## config.mk

```make
export PLATFORM = sky130hd
export DESIGN_NAME = id_ex_stage
export DESIGN_NICKNAME = d
export VERILOG_FILES = /design/src/rtl/id_ex_stage.sv
export SDC_FILE = /design/constraint.sdc
export NUM_CORES = 1
export LEC_CHECK = 0
export BUFFER_PORTS_ARGS = -buffer_cell sky130_fd_sc_hd__buf_2
export CAP_MARGIN = 20
export CELL_PAD_IN_SITES_DETAIL_PLACEMENT = 0
export CELL_PAD_IN_SITES_GLOBAL_PLACEMENT = 1
export CORE_MARGIN = 3
export CORE_UTILIZATION = 36
export CTS_CLUSTER_SIZE = 12
export DETAILED_ROUTE_END_ITERATION = 12
export HOLD_SLACK_MARGIN = 0.15
export PLACE_DENSITY = 0.79
export SLEW_MARGIN = 5
export SYNTH_ARGS = -nofsm -noshare
export SYNTH_HDL_FRONTEND = slang
export SYNTH_SLANG_ARGS = --single-unit
```

## constraint.sdc

```tcl
create_clock -name clk -period 3 [get_ports clk]
set_input_delay 0.15 -clock clk [delete_from_list [all_inputs] [get_ports clk]]
set_output_delay 0.15 -clock clk [all_outputs]
set_load 0.02 [all_outputs]
```

## src/rtl/id_ex_stage.sv

```systemverilog
// ID/EX pipeline register with MEM/WB forwarding, load-use bubble and stall refresh.
// Optional perf counters: define ID_EX_PERF_EN.
module id_ex_stage #(
   parameter logic [31:0] RESET_PC = 32'h0000_0000
) (
   input  logic        clk,
   input  logic        reset_n,
   input  logic        in_valid,
   output logic        in_ready,
   input  logic [31:0] in_pc,
   input  logic [31:0] in_rs1_data,
   input  logic [31:0] in_rs2_data,
   input  logic [31:0] in_imm,
   input  logic [4:0]  in_rs1_addr,
   input  logic [4:0]  in_rs2_addr,
   input  logic [4:0]  in_rd_addr,
   input  logic [3:0]  in_alu_control,
   input  logic        in_alu_src_pc,
   input  logic        in_alu_src_imm,
   input  logic        in_reg_write,
   input  logic        in_mem_read,
   input  logic        in_mem_write,
   input  logic        ex_ready,
   input  logic        flush,
   input  logic        mem_reg_write,
   input  logic [4:0]  mem_rd_addr,
   input  logic [31:0] mem_result,
   input  logic        wb_reg_write,
   input  logic [4:0]  wb_rd_addr,
   input  logic [31:0] wb_data,
   output logic        ex_valid,
   output logic [3:0]  alu_control,
   output logic [31:0] alu_left,
   output logic [31:0] alu_right,
   output logic [31:0] ex_store_data,
   output logic [31:0] ex_pc,
   output logic [4:0]  ex_rd_addr,
   output logic        ex_reg_write,
   output logic        ex_mem_read,
   output logic        ex_mem_write
`ifdef ID_EX_PERF_EN
   ,
   output logic [31:0] perf_stall_cycles,
   output logic [31:0] perf_flush_count
`endif
);

   localparam logic [3:0] ALU_ADD = 4'h0;

   typedef struct packed {
      logic [31:0] pc;
      logic [31:0] rs1_data;
      logic [31:0] rs2_data;
      logic [31:0] imm;
      logic [4:0]  rs1_addr;
      logic [4:0]  rs2_addr;
      logic [4:0]  rd_addr;
      logic [3:0]  alu_control;
      logic        src_pc;
      logic        src_imm;
      logic        reg_write;
      logic        mem_read;
      logic        mem_write;
   } id_ex_t;

   id_ex_t      q;
   id_ex_t      d;
   logic        v;
   logic        hazard;
   logic        xfer_in;
   logic        xfer_out;
   logic [31:0] fwd1;
   logic [31:0] fwd2;

   always_comb begin
      d             = '0;
      d.pc          = in_pc;
      d.rs1_data    = in_rs1_data;
      d.rs2_data    = in_rs2_data;
      d.imm         = in_imm;
      d.rs1_addr    = in_rs1_addr;
      d.rs2_addr    = in_rs2_addr;
      d.rd_addr     = in_rd_addr;
      d.alu_control = in_alu_control;
      d.src_pc      = in_alu_src_pc;
      d.src_imm     = in_alu_src_imm;
      d.reg_write   = in_reg_write;
      d.mem_read    = in_mem_read;
      d.mem_write   = in_mem_write;
   end

   // conservative: flags a match even if the operand is unused
   assign hazard = v & q.mem_read & (q.rd_addr != 5'd0) &
                   ((q.rd_addr == in_rs1_addr) | (q.rd_addr == in_rs2_addr));
   assign in_ready = (~v | ex_ready) & ~hazard;
   assign xfer_in  = in_valid & in_ready;
   assign xfer_out = v & ex_ready;

   always_comb begin
      fwd1 = q.rs1_data;
      if (q.rs1_addr != 5'd0 && mem_reg_write && mem_rd_addr == q.rs1_addr)
         fwd1 = mem_result;
      else if (q.rs1_addr != 5'd0 && wb_reg_write && wb_rd_addr == q.rs1_addr)
         fwd1 = wb_data;
   end

   always_comb begin
      fwd2 = q.rs2_data;
      if (q.rs2_addr != 5'd0 && mem_reg_write && mem_rd_addr == q.rs2_addr)
         fwd2 = mem_result;
      else if (q.rs2_addr != 5'd0 && wb_reg_write && wb_rd_addr == q.rs2_addr)
         fwd2 = wb_data;
   end

   always_ff @(posedge clk or negedge reset_n) begin
      if (!reset_n) begin
         v    <= 1'b0;
         q    <= '0;
         q.pc <= RESET_PC;
      end else if (flush) begin
         v <= 1'b0;
      end else if (xfer_in) begin
         v <= 1'b1;
         q <= d;
      end else if (xfer_out) begin
         v <= 1'b0;
      end else if (v) begin
         // stalled: absorb WB so the value survives the producer retiring
         if (wb_reg_write && q.rs1_addr != 5'd0 && wb_rd_addr == q.rs1_addr)
            q.rs1_data <= wb_data;
         if (wb_reg_write && q.rs2_addr != 5'd0 && wb_rd_addr == q.rs2_addr)
            q.rs2_data <= wb_data;
      end
   end

   always_comb begin
      alu_control  = ALU_ADD;
      alu_left     = '0;
      alu_right    = '0;
      ex_rd_addr   = '0;
      ex_reg_write = 1'b0;
      ex_mem_read  = 1'b0;
      ex_mem_write = 1'b0;
      if (v) begin
         alu_control  = q.alu_control;
         alu_left     = q.src_pc ? q.pc : fwd1;
         alu_right    = q.src_imm ? q.imm : fwd2;
         ex_rd_addr   = q.rd_addr;
         ex_reg_write = q.reg_write;
         ex_mem_read  = q.mem_read;
         ex_mem_write = q.mem_write;
      end
   end

   assign ex_valid      = v;
   assign ex_store_data = fwd2;
   assign ex_pc         = q.pc;

`ifdef ID_EX_PERF_EN
   always_ff @(posedge clk or negedge reset_n) begin
      if (!reset_n) begin
         perf_stall_cycles <= '0;
         perf_flush_count  <= '0;
      end else begin
         if (in_valid && !in_ready && perf_stall_cycles != 32'hFFFF_FFFF)
            perf_stall_cycles <= perf_stall_cycles + 32'd1;
         if (flush && v && perf_flush_count != 32'hFFFF_FFFF)
            perf_flush_count <= perf_flush_count + 32'd1;
      end
   end
`endif

endmodule
```

* After elaboration in Yosys (flattened, before gate mapping)
Cells that the tools add are included.
** Storage, ports and cells
- Output and inout port bits :: 142
- Logic and storage cells :: 66
- Flip-flop bits (word level) :: 153
** Cells by class
- Bitwise logic cells :: 11
- Reduce and logical (&&, ||, !) cells :: 15
- Eq/ne operators :: 7
- Multiplexer cells :: 19
** Operator list (number)
- 32-bit two-way mux :: 8
- 64-bit two-way mux :: 3
- 5-bit equality test :: 6
- 5-bit nonzero test :: 3
- 1-bit logical AND :: 8
- 1-bit AND :: 6
- 1-bit two-way mux :: 6
- 5-bit two-way mux :: 1
- 4-bit two-way mux :: 1
- 1-bit inverter :: 3
- 3-bit AND reduction :: 1
- 3-bit nonzero test :: 1
- 2-bit != test, second input constant :: 1
- 1-bit bitwise OR :: 2
- 2-bit AND reduction :: 1
- 2-bit nonzero test :: 1

* Depth between registers and ports, before layout
Gate-level depths: netlist of the first run.
- Depth after elaboration :: 8
- Gate-level depth with buffers :: 8

* Worst setup path after synthesis of the first run
No wires, ideal clock.
- Kind :: register -> output
- Start point :: register q[15] in the netlist's numbering
- End point :: output port alu_right[29]
- Buffers on the path :: 1
- Path slack :: 0.738 ns
- Arrival time :: 2.112 ns
- Stages on the path, launching flop included :: 7
- Cell sequence :: dfrtp_1 or4_4 o211ai_4 or2_1 buf_2 a211oi_1 o31ai_1
** On the way
- Cells in the longest elaborated chain, start to end :: 7
- Elaborated cells on any way between the ends :: 11
- Those cells by class :: 2 x eq/ne; 4 x mux; 5 x reduce/logical
** RTL lines
- from (decl) :: RTL line 66 : id_ex_t q;
- 5-bit nonzero test :: RTL line 109, 111
- 1-bit logical AND (2 in series) :: RTL line 111 : else if (q.rs2_addr != 5'd0 && wb_reg_write && wb_rd_addr == q.rs2_addr)
- 32-bit two-way mux :: RTL line 111
- 32-bit two-way mux * :: RTL line 109 : if (q.rs2_addr != 5'd0 && mem_reg_write && mem_rd_addr == q.rs2_addr)
- 32-bit two-way mux * :: RTL line 147 : alu_right = q.src_imm ? q.imm : fwd2;
- 32-bit two-way mux * :: RTL line 144 : if (v) begin
- to (decl) :: RTL line 34 : output logic [31:0] alu_right,
Every way passes the cells marked *; elsewhere a longest branch is shown, timed or not.

* Worst setup path in the final report of the first run
- Start point :: register q[15] in the netlist's numbering
- End point :: output port alu_right[18]
The elaborated chain is that of the path after synthesis.

==> impl_metrics.yaml, run 1 <==
die:
  core_sq_mm: 0.02613
  initial_utilization: 0.3674
  die-area_sq_mm: 0.02866
  die_x_microns: 169.3
  top_level_ports: 375
  fp.dieH_microns: 169.3
  rows: 59
placed_design:
  routabilityCongestion: 0.8660
  post_dp_cell_area_sq_mm: 0.01163
  dp_hpwl_mm: 27.37
  placed_cells: 1674
  port_buffers: 374
  pre_cts_slack_ns: 0.3906
run:
  max-cap-violations: 0
synthesis:
  synth_edf_count: 0
  yosys-top-cells-count: "dfrtp_1 (153), nor2_1 (104), o21ai_0 (98), mux2_2 (72), nand3_1 (65)"
  synthTopCellsByArea: "dfrtp_1 (40%), mux2_2 (8.4%), o21ai_0 (5.1%)"
  syn_area_sq_mm: 0.009600
  ys_seq_area_frac: 0.3988
  ys_seq_elements: 153
  synth_area_leader_cell: "dfrtp_1"
  syn_nets: 1291
  syn_area_per_cell_sq_um: 9.074
  synth_most_common_cell: "dfrtp_1"
  synth_cells: 1058
  yosys.area.top_type_share: 0.3988
  synthArstFlopShare: 1.000
  synthDistinctLibCells: 42
  synth_ff_type: "dfrtp_1"
  yosys_warnings: 0
detailed_routing:
  drc_errors: 0
  via_per_inst: 5.511
  postRouteAntennaNets: 0
  drt_iter0_markers: 777
  detail_route.wl_per_cell_microns: 20.92
  drt_pass1_iterations: 5
  wirelength_mm: 39.63
  via_count: 10438
setup_path:
  crit_family: "compound AO/OA/AOI/OAI gates"
  critical_path_arrival_ns: 2.78
  startpoint: "q[15]"
  worstSetupPathType: "flip-flop to primary output"
  cp_max_fo: 17
  cpPeakStageDelay_ns: 0.57
  r2r_start: "q[11]"
  required_ns: 2.85
  end_kind: "primary output"
  crit_slowest_cell: "or4_4"
  start_kind: "flip-flop"
  cp_cell_sequence: "or4_4, o211ai_4, buf_4, nor3_1, a211oi_1, o31ai_2, buf_2"
  path_buf_inv: 2
grt:
  grt.total_usage: 0.2668
  grt_max_degree: 80
  grt_overflow: 0
  grt_pass1_wl_mm: 59.88
  antenna_found_initial: 1
  first_global_vias: 10766
pwr:
  irDropWorstVdd_mv: 0.3253
  p_per_area_mw_per_mm2: 529.2
  p_leak_nw: 6.268
hold_path:
  hold_path_startpoint: "in_rs2_data[2]"
  hold_class: "input port to flip-flop"
sta:
  hold_violations: 0
  max_slew_margin: 0.4485
  finalCriticalPeriod_ns: 2.934
  fin_ws_ns: 0.06630
  period_share: 0.9779
  slew_violations: 0
  fin_skew_ns: 0.01519
  finalSetupViolCount: 0
  rsz0062_at_grt: "true"
  worst_pin_slew_ns: 0.8272
  fmax_ghz: 0.3409
clock_tree:
  path_clk_slew_ns: 0.07
  cts-htree-levels: 4
  cts_sinks: 153
  clkLatencyLatePin_ns: 0.43
  cts_tree: "built"
  cts-root-buf: "clkbuf_16"
  cts_buffers: 17
  cts_max_path_buffers: 2
layout:
  utilization: 0.5395
  final_area_sq_mm: 0.01410
  fin_cells: 1894
  final_nets: 1777
  nFillCells: 2414
  syn2layout_area_growth_pct: 46.87
  drive_above_1_share: 0.3654
run_status:
  status: "finished clean"
-- flip-flops by register name, summed over array words and instances, names as in the netlist --
signal and flops:
ex_pc 32, q 120, ex_valid 1
-- stage by stage --
step | hold slack (ns) | power, W | setup TNS, ns
2_1_floorplan | -0.1456 | 0.004187 | 0
3_3_place_gp | 0.2515 | 0.004971 | 0
3_5_place_dp | 0.2524 | 0.005011 | 0
4_1_cts | 0.1545 | 0.007458 | 0
5_1_grt | 0.1633 | 0.007808 | -0.1218
6_report | 0.1609 | 0.007462 | 0
-- worst paths after layout --
check / endpoint / slack (ns) / cells past startpoint
max: alu_right[18] / 0.07 / 7
min: q[58] / 0.16 / 4
max reg2reg: q[118] / 0.09 / 7
min reg2reg: q[52] / 0.50 / 1
max in group asynchronous: q[10] / 1.78 / 3
min in group asynchronous: q[5] / 0.34 / 2
-- cells by family after synthesis --
logic type	share of synthesized area
flip-flops	0.3988
XOR/XNOR	0.02737
buffers and inverters	0.08601
AO/OA/AOI/OAI	0.2244
multiplexers	0.1032
AND/OR/NAND/NOR	0.1602
-- cells in the final DEF, fill, tap and decap left out, types with 33 or more instances in the layout --
cell type and instances:
inv_1 33, mux2_2 72, nand3_1 65, dfrtp_1 151, nor2_1 104, nand2_1 64
nor3_1 34, o21ai_0 98, dlygate4sd3_1 183, buf_2 372
-- report_power, final --
part / leakage (nW) / internal [W] / switching, W / total, W
Clock: 0.282 / 0.00119 / 0.00101 / 0.00220
Combinational: 4.19 / 0.00115 / 0.00144 / 0.00260
Sequential: 1.79 / 0.00241 / 0.000256 / 0.00267
Total: 6.27 / 0.00475 / 0.00271 / 0.00746
-- worst reg2reg max path, delay by kind of cell, from the launching register on --
family / cells / cell delay, ns
buffers and inverters: 3 / 1.06
AOI/OAI and AO/OA: 3 / 0.69
and+or+nand+nor: 1 / 0.60
DFF: 1 / 0.44
-- final cells by class --
type,count,area [sq um],area share
clock buffers,18,439.2,0.03115
inverters,33,123.9,0.008785
multi-input cells,743,5026,0.3565
diodes,2,5.005,0.0003550
well taps,335,419.2,0.02973
flip-flops and latches,153,3831,0.2717
clock inverters,14,138.9,0.009850
repair buffers,596,4116,0.2920
-- timing repair --
| item | 4_1_cts | 5_1_grt |
|---|---|---|
| pin swaps | 0 | 1 |
| endpoints found under the setup margin | 38 | 47 |
| hold buffers | 182 | 1 |
| resized for setup | 2 | 6 |
| hold endpoints to repair | 226 | 1 |
| setup buffers | 0 | 3 |
-- per-layer routing --
metal	track usage	vias up	wire [microns]
li1	-	4774	-
met1	0.3421	5109	16400
met2	0.4458	485	19220
met3	0.05497	70	2860
met4	0.1010	0	1153
met5	0	-	0
No activity file was read; power rests on OpenSTA's default activity.
==> run 2, diff against run 1 <==
--- a/config.mk
+++ b/config.mk
@@ -9,6 +9,7 @@
 export CAP_MARGIN = 20
 export CELL_PAD_IN_SITES_DETAIL_PLACEMENT = 0
 export CELL_PAD_IN_SITES_GLOBAL_PLACEMENT = 1
+export CORE_ASPECT_RATIO = 1.2
 export CORE_MARGIN = 3
 export CORE_UTILIZATION = 36
 export CTS_CLUSTER_SIZE = 12
@@ -19,3 +20,4 @@
 export SYNTH_ARGS = -nofsm -noshare
 export SYNTH_HDL_FRONTEND = slang
 export SYNTH_SLANG_ARGS = --single-unit
+export TNS_END_PERCENT = 50
==> impl_metrics.yaml, run 2 (synthesis results as in run 1) <==
run_status:
  status: "finished clean"
sta:
  rsz0062_at_grt: "true"
  fmax_ghz: 0.3414
  finalCriticalPeriod_ns: 2.929
  fin_skew_ns: 0.01645
  finalSetupTns_ns: 0
  finalSetupViolCount: 0
  max_slew_margin: 0.5034
  hold_violations: 0
  hold_slack_ns: 0.1745
  worst_pin_slew_ns: 0.7449
  slew_violations: 0
  fin_ws_ns: 0.07056
  period_share: 0.9765
clock_tree:
  clkLatencyLatePin_ns: 0.44
  cts_buffers: 17
  cts_max_path_buffers: 2
  cts_tree: "built"
  cts-htree-levels: 4
  path_clk_slew_ns: 0.07
  cts-root-buf: "clkbuf_16"
  cts_sinks: 153
grt:
  first_global_vias: 11148
  grt_overflow: 0
  grt_max_degree: 75
  grt_pass1_wl_mm: 60.80
  grt.total_usage: 0.2686
  antenna_found_initial: 1
hold_path:
  hold_path_startpoint: "wb_data[14]"
  min_delay_path_depth: 4
  hold_class: "input port to flip-flop"
setup_path:
  end_kind: "primary output"
  cp_cell_sequence: "or4_4, o211ai_4, or2_4, buf_12, buf_4, a211oi_2, o31ai_2, buf_2"
  crit_family: "simple AND/OR/NAND/NOR gates"
  start_kind: "flip-flop"
  startpoint: "q[15]"
  path_buf_inv: 3
  required_ns: 2.85
  r2r_start: "q[11]"
  cpPeakStageDelay_ns: 0.57
  cp_max_fo: 11
  critical_path_arrival_ns: 2.78
  crit_slowest_cell: "or4_4"
  r2r_cells: 7
  worstSetupPathType: "flip-flop to primary output"
  cp.depth: 8
detailed_routing:
  drc_errors: 0
  via_per_inst: 5.561
  drt_pass1_iterations: 5
  postRouteAntennaNets: 0
  drt_iter0_markers: 798
  via_count: 10599
  detail_route.wl_per_cell_microns: 20.71
  wirelength_mm: 39.47
layout:
  syn2layout_area_growth_pct: 49.25
  final_nets: 1796
  nFillCells: 2368
  top_register: "q"
  antenna_cells: 0
  final_common_cell: "buf_2"
  drive_above_1_share: 0.3642
  final_area_sq_mm: 0.01433
  largest_reg_flops: 120
  most-common-layout-cells: "buf_2 (373), dlygate4sd3_1 (200), dfrtp_1 (150), nor2_1 (104), o21ai_0 (98)"
die:
  core_sq_mm: 0.02586
  initial_utilization: 0.3712
  die_x_microns: 155.1
  die-area_sq_mm: 0.02867
  top_level_ports: 375
  fp.dieH_microns: 184.9
  rows: 64
pwr:
  p_leak_nw: 6.377
  irDropWorstVdd_mv: 0.3513
  p_per_area_mw_per_mm2: 531.8
placed_design:
  port_buffers: 374
  post_dp_cell_area_sq_mm: 0.01162
  routabilityCongestion: 0.8911
  pre_cts_slack_ns: 0.3814
  dp_hpwl_mm: 26.36
run:
  max-cap-violations: 0
-- run 2: changes by cell type in the layout (fill, tap and decap cells not counted), sizes merged --
| cell | before | now |
|---|---|---|
| dlygate4sd3 | 183 | 200 |
| inv | 39 | 33 |
| diode | 2 | 0 |
| buf | 413 | 415 |
| clkbuf | 18 | 23 |
| bufinv | 1 | 4 |
| clkinvlp | 2 | 0 |
-- run 2: timing repair --
item                       4_1_cts  5_1_grt
hold endpoints to repair       224        0
resized for setup                2       11
setup endpoints to repair       20       69
setup buffers                    0        4
hold buffers                   200        0
pin swaps                        0        1
-- run 2: final timing paths --
| kind | end | slack [ns] |
|---|---|---|
| setup / recovery | alu_right[12] | 0.07 |
| hold / removal | q[102] | 0.17 |
| setup reg to reg | q[116] | 0.09 |
| hold reg to reg | q[42] | 0.49 |
| max in group asynchronous | q[34] | 1.70 |
| min in group asynchronous | q[8] | 0.33 |
-- run 2: worst min-delay path: cells and delay by family --
| kind | cells | cell delay, ns |
|---|---|---|
| compound gates | 2 | 0.26 |
| buf+inv | 1 | 0.10 |
| simple gates | 1 | 0.07 |
-- run 2: metrics by stage --
step	cells	util	total power, W
3_5_place_dp	1670	0.4494	0.004999
2_1_floorplan	1058	-	0.004187
4_1_cts	1902	0.5505	0.007609
3_3_place_gp	1670	0.4494	0.004960
5_1_grt	1906	0.5540	0.007973
6_report	1906	0.5540	0.007620
-- run 2: cell type report --
| type | instances | area, sq um | area share |
|---|---|---|---|
| Clock buffer | 23 | 457.9 | 0.03196 |
| Tap cell | 330 | 412.9 | 0.02882 |
| Timing Repair Buffer | 615 | 4295 | 0.2998 |
| Inverter | 33 | 123.9 | 0.008645 |
| Multi-Input combinational cell | 743 | 5057 | 0.3530 |
| Sequential cell | 153 | 3832 | 0.2675 |
| Clock inverter | 9 | 148.9 | 0.01039 |
-- run 2: routing by layer --
layer / vias up / global-route usage / part of all wire
met3: 91 / 0.04557 / 0.061
li1: 4801 / - / -
met4: 2 / 0.1049 / 0.032
met1: 5226 / 0.3209 / 0.40
met2: 479 / 0.4811 / 0.51
met5: - / 0 / 0.00033
-- run 2: report_power, final --
group	switching, W	leakage [nW]	total (W)	internal (W)
clock	0.000915	0.299	0.00233	0.00141
sequential	0.000264	1.79	0.00268	0.00241
combinational	0.00144	4.28	0.00262	0.00117
total	0.00262	6.38	0.00762	0.00500
